==> src/rtl/vector_sweep_ctrl.sv <==
// Exhaustive input sweep controller: steps a stimulus vector through all
// 2^N_IN codes, waits a settle time, captures the DUT response as a record.
module vector_sweep_ctrl #(
  parameter int N_IN   = 3,
  parameter int SETTLE = 1
) (
  input  logic            CK,
  input  logic            reset,
  input  logic            start,
  input  logic            abort,
  output logic [N_IN-1:0] vec_out,
  input  logic            dut_out,
  output logic            rec_valid,
  input  logic            rec_ready,
  output logic [N_IN-1:0] rec_vec,
  output logic            rec_resp,
  output logic            busy,
  output logic            done
);

  // A settle time of zero is treated as one cycle.
  localparam int SET_EFF = (SETTLE < 1) ? 1 : SETTLE;
  localparam int CW = (SET_EFF > 1) ? $clog2(SET_EFF) : 1;
  localparam logic [CW-1:0] CNT_LAST = CW'(SET_EFF - 1);
  localparam logic [N_IN-1:0] VEC_LAST = '1;

  typedef enum logic [1:0] {
    S_IDLE,
    S_SETTLE,
    S_EMIT,
    S_DONE
  } state_t;

  state_t          r_state;
  logic [CW-1:0]   r_cnt;
  logic [N_IN-1:0] r_vec;
  logic [N_IN-1:0] r_rec_vec;
  logic            r_rec_resp;
  logic            r_valid;
  logic            r_busy;
  logic            r_done;

  always_ff @(posedge CK or negedge reset) begin
    if (!reset) begin
      r_state    <= S_IDLE;
      r_cnt      <= '0;
      r_vec      <= '0;
      r_rec_vec  <= '0;
      r_rec_resp <= 1'b0;
      r_valid    <= 1'b0;
      r_busy     <= 1'b0;
      r_done     <= 1'b0;
    end else begin
      r_done <= 1'b0;
      unique case (r_state)
        S_IDLE: begin
          if (start) begin
            r_vec   <= '0;
            r_cnt   <= '0;
            r_busy  <= 1'b1;
            r_state <= S_SETTLE;
          end
        end
        S_SETTLE: begin
          if (abort) begin
            r_state <= S_IDLE;
            r_valid <= 1'b0;
            r_vec   <= '0;
            r_cnt   <= '0;
            r_busy  <= 1'b0;
          end else if (r_cnt == CNT_LAST) begin
            r_rec_resp <= dut_out;
            r_rec_vec  <= r_vec;
            r_valid    <= 1'b1;
            r_state    <= S_EMIT;
          end else begin
            r_cnt <= r_cnt + 1'b1;
          end
        end
        S_EMIT: begin
          // abort wins over a handshake in the same cycle
          if (abort) begin
            r_state <= S_IDLE;
            r_valid <= 1'b0;
            r_vec   <= '0;
            r_cnt   <= '0;
            r_busy  <= 1'b0;
          end else if (rec_ready) begin
            r_valid <= 1'b0;
            if (r_vec == VEC_LAST) begin
              r_state <= S_DONE;
              r_busy  <= 1'b0;
              r_done  <= 1'b1;
            end else begin
              r_vec   <= r_vec + 1'b1;
              r_cnt   <= '0;
              r_state <= S_SETTLE;
            end
          end
        end
        S_DONE: begin
          r_state <= S_IDLE;
        end
        default: begin
          r_state <= S_IDLE;
        end
      endcase
    end
  end

  assign vec_out   = r_vec;
  assign rec_valid = r_valid;
  assign rec_vec   = r_rec_vec;
  assign rec_resp  = r_rec_resp;
  assign busy      = r_busy;
  assign done      = r_done;

endmodule
==> config.mk <==
export PLATFORM = sky130hd
export DESIGN_NAME = vector_sweep_ctrl
export DESIGN_NICKNAME = d
export VERILOG_FILES = /design/src/rtl/vector_sweep_ctrl.sv
export SDC_FILE = /design/constraint.sdc
export NUM_CORES = 1
export LEC_CHECK = 0
export BUFFER_PORTS_ARGS = -buffer_cell sky130_fd_sc_hd__buf_2
export CORE_MARGIN = 2
export CORE_UTILIZATION = 49
export DETAILED_ROUTE_END_ITERATION = 12
export GPL_TIMING_DRIVEN = 0
export PLACE_DENSITY = 0.71
export SYNTH_ARGS = -nofsm -noshare
export SYNTH_HDL_FRONTEND = slang
export SYNTH_SLANG_ARGS = --single-unit
==> constraint.sdc <==
create_clock -name CK -period 1.9 [get_ports CK]
set_input_delay 0 -clock CK [delete_from_list [all_inputs] [get_ports CK]]
set_output_delay 0 -clock CK [all_outputs]
set_load 0.02 [all_outputs]
-- Word level (Yosys, flattened, before mapping)
Index checks and enable logic that the tools add are counted.
- register bits: 13
- bits of input ports: 6
- output and inout bits: 10
- word-level logic and storage cells: 66
- add/subtract/negate cells: 2
- eq/ne operators: 10
- multiplexer cells: 35
- bitwise logic cells: 2
- reductions and logical operators: 9
- operator list (cell ; number):
    2-to-1 mux 1 bit ; 19
    2-to-1 mux 3 bit ; 5
    2-to-1 mux 2 bit ; 6
    inequality test 3 bit (second input constant) ; 4
    AND reduction 5 bit ; 2
    one-hot mux 3 bit (3 select lines) ; 1
    AND reduction 3 bit ; 3
    one-hot mux 2 bit (4 select lines) ; 1
    one-hot mux 1 bit (3 select lines) ; 2
    == test 2 bit (second input constant) ; 2
    inequality test 2 bit (second input constant) ; 2
    AND reduction 4 bit ; 1
    adder 3 x 1 -> 3 bit (second input constant) ; 1
    == test 3 bit (second input constant) ; 1
    nonzero test 3 bit ; 1
    == test 2 x 1 -> 1 bit (second input constant) ; 1
    zero test 2 bit ; 1
    inverter 1 bit ; 2
    one-hot mux 1 bit (2 select lines) ; 1
    nonzero test 2 bit ; 1
    adder 1 bit (second input constant) ; 1

-- Longest topological paths before layout
- depth after elaboration: 5
- depth in mapped cells: 6
- mapped depth without buffers: 6

-- Worst setup path before layout
No wires, ideal clock.
- path type: register -> register
- from: register r_state[1]
- to: register r_vec[0], in the netlist vec_out[0]
- library setup time: 0.125 ns
- arrival: 1.397 ns
- required time: 1.775 ns
- slack: 0.378 ns
- cell stages (with the launch flop): 7
- path buffers: 0
- period minus slack after synthesis: 1.522 ns
- cells stage by stage: dfrtp_1 -> inv_1 -> ha_1 -> or2b_4 -> o2111ai_4 -> a21o_1 -> mux2_4
- cells in the longest elaborated chain, start to end: 3
- elaborated cells between the ends (all ways): 10
- those cells by class: 6 x eq/ne; 1 x mux; 3 x reduce/logical
- ends and longest elaborated chain (item ; line ; source):
    start: declaration ; 34 ; state_t r_state;
    start signal: assignment ; 45 ; r_state <= S_IDLE;
    start signal: assignment ; 61 ; r_state <= S_SETTLE;
    start signal: assignment ; 66 ; r_state <= S_IDLE;
    == test 2 bit (tied with other cells) ; 55 ; unique case (r_state)
    inequality test 3 bit (no line) (tied with other cells) ; n/a ;
    AND reduction 5 bit (no line) ; n/a ;
    end signal: assignment ; 95 ; r_vec <= r_vec + 1'b1;
    end: declaration ; 36 ; logic [N_IN-1:0] r_vec;
Several ways; a longest one is shown, not always the timed one.
A chain may end at the register's enable or synchronous reset.

-- Worst setup path after layout
Same ends and word-level chain as after synthesis.

==> results.yml <==
grt:
  grt_max_degree: 13
  antenna_found_initial: 0
  grt_overflow: 0
  track_usage_pct: 15.89
  grt_pass1_vias: 371
  grt_pass1_wl_um: 1600
cts:
  cts.sinks: 12
  clk_latency_ps: 270
  cts_inserted_buffers: 3
  post_cts_resized: 0
  clockBufferDepth: 2
  cts_max_level: 1
  cts_tree: "done"
  cts_root_buf: "clkbuf_4"
  clk_pin_slew_ps: 80
critical_path:
  arrival_ps: 1780
  crit_type: "register to register"
  slowest_stage: "dfrtp_1"
  crit_chain: "inv_1 > ha_1 > or2b_4 > o2111ai_4 > a21o_1 > mux2_4"
  slowest_delay_ps: 370
  crit_buf_inv: 1
  critPathRequiredTime_ps: 2060
  rrSetupSlack_ps: 280
  start_kind: "register"
  cp_max_fo: 5
  crit_family: "flip-flops"
  cp-end-kind: "register"
floorplanning:
  core_um2: 1269
  io_pins: 16
  die_x_um: 40.19
  rows: 13
  die_h_um: 40.19
  die_area_um2: 1615
  start_util_pct: 50.59
synth:
  synth_top_family_by_area: "compound AO/OA/AOI/OAI gates"
  synthesis.nets: 65
  yosys.area_share.adder_pct: 13.65
  synthSimpleGateAreaFrac_pct: 8.967
  syn_inst: 52
  synth-xor-area-share_pct: 0
  syn_area_per_cell_um2: 12.34
  syn_area_um2: 641.9
  ys_types: 23
  synthMuxAreaShare_pct: 10.92
  yosysWarningCount: 0
  synth-seq-cells: 12
  synth_compound_area_share_pct: 15.59
  ys_seq_area_share_pct: 46.78
timing:
  rsz0062_at_grt: "false"
  finalCriticalPeriod_ps: 1619
  tightest_slew_ps: 283.0
  worst_slew_margin_rel_pct: 81.13
  finalHoldViolCount: 0
  timing.hold.ws_ps: 39.00
  layout_worst_path_cycle_share_pct: 85.23
  clock.fmax_mhz: 617.5
  setup_violations: 0
  tns_ps: 0
  worst_slack_ps: 280.6
  drv_slew: 0
  finClkSkew_ps: 0.6316
pwr:
  ir_drop_mv: 0.8079
  p_leak_nw: 0.4344
  power_density_nw_per_um2: 1283
finish:
  area_growth_pct: 24.95
  final_nets: 88
  drive_gt1_share_pct: 37.84
  diodes: 0
routing:
  first_iter_violations: 3
  drc: 0
  antenna_left: 0
  wire_per_inst_um: 12.33
  drt-pass1-iter-count: 4
  drt-total-wl_um: 1097
  vias: 444
  post_drt_via_cell_ratio: 4.989
placed_design:
  place_congestion: 0.7823
  pre_cts_ws_ps: 284.8
  io_buffers: 15
  dp_hpwl_um: 796.7
hold_path:
  hold_path.class: "input pin to register"
outcome:
  status: "finished, final reports clean"
job:
  cap_viol_max_count: 0
repair_timing:
item | in CTS | in global routing
endpoints found under the hold margin | 14 | 0
setup buffers | 0 | 0
hold buffers | 3 | 0
layer usage:
metal | vias up | wire, um | part of all wire [%] | global-route usage [%]
met5 | - | 0 | 0 | 0
met4 | 0 | 17 | 1.5 | 7.500
met3 | 2 | 43 | 3.9 | 3.333
met2 | 10 | 534 | 49 | 24.19
met1 | 203 | 501 | 46 | 21.38
li1 | 229 | - | - | -
worst register-to-register path, delay by kind of cell (launching register included):
family / cells / cell delay, ps
buf+inv: 1 / 90
fa+ha+maj: 1 / 190
mux: 1 / 260
compound gates: 2 / 340
simple gates: 1 / 250
flops: 1 / 370
final timing paths:
kind / cells after the start / startpoint / end
max: 6 / r_state[1] / vec_out[0]
max reg2reg: 6 / r_state[1] / vec_out[0]
min in group asynchronous: 2 / reset / rec_vec[2]
max in group asynchronous: 2 / reset / vec_out[1]
min: 2 / rec_ready / done
min reg2reg: 1 / rec_vec[1] / rec_vec[1]
registers in the layout, indices dropped and copies added (netlist names):
signal	flops
r_state	2
rec_valid	1
done	1
rec_vec	3
busy	1
rec_resp	1
vec_out	3
cell usage after synthesis:
cell type,number,area (um2)
a22o_1,2,17.52
ha_1,7,87.58
nand2b_2,1,8.760
nand2b_1,1,6.260
a21oi_1,1,5.000
nand2_1,1,3.750
dfrtp_1,12,300.3
a21o_1,1,7.510
mux2_4,1,15.01
and3_1,1,6.260
nor2b_1,1,6.260
a21boi_1,1,7.510
a22oi_1,1,7.510
inv_1,7,26.28
or2b_4,1,11.26
o21ai_0,3,15.01
mux2_2,4,45.04
o2111ai_4,1,26.28
nor3_1,1,5.000
o21bai_1,1,7.510
mux2i_1,1,10.01
nor3_2,1,10.01
o22ai_1,1,6.260
kinds of logic after synthesis:
family | after synthesis
AND/OR/NAND/NOR | 8
AO/OA/AOI/OAI | 12
buffers and inverters | 7
adder cells (fa/ha/maj) | 7
multiplexers | 6
flip-flops | 12
placed cells by master, fill, tap and decap left out:
| cell type | instances |
|---|---|
| ha_1 | 7 |
| dlygate4sd3_1 | 3 |
| nor3_1 | 1 |
| nand2b_1 | 1 |
| buf_2 | 15 |
| o2111ai_4 | 1 |
| a22o_1 | 2 |
| a21oi_1 | 1 |
| nand2b_2 | 1 |
| nand2_1 | 1 |
| nor3_2 | 1 |
| mux2_2 | 4 |
| dfrtp_1 | 12 |
| clkbuf_4 | 3 |
| and3_1 | 1 |
| o22ai_1 | 1 |
| a21boi_1 | 1 |
| clkbuf_8 | 1 |
| inv_1 | 7 |
| or2b_4 | 1 |
| a22oi_1 | 1 |
| nor2b_1 | 1 |
| o21ai_0 | 3 |
| a21o_1 | 1 |
| o21bai_1 | 1 |
| mux2_4 | 1 |
| mux2i_1 | 1 |
report_power, final:
group	total, mW	leakage [nW]	internal, mW	switching, mW
combinational	0.468	0.255	0.212	0.255
clock	0.202	0.0210	0.116	0.0860
sequential	0.359	0.158	0.320	0.0385
total	1.03	0.434	0.649	0.380
final cells by class:
cell class | count | area (um2)
inverters | 7 | 26.28
multi-input cells | 33 | 315.3
flip-flops and latches | 12 | 300.3
well taps | 15 | 18.77
fillers | 113 | 466.7
clock buffers | 4 | 36.28
repair buffers | 18 | 105.1
through the flow:
stage          std cells  util (%)  area, um2  total power [mW]
5_1_grt               89     63.21      802.0             1.118
4_1_cts               89     63.21      802.0             1.038
6_report              89     63.21      802.0             1.029
2_1_floorplan         52         -      641.9            0.7218
3_5_place_dp          82     57.99      735.7            0.8315
3_3_place_gp          82     57.99      735.7            0.8196
(Power assumes the default switching activity.)
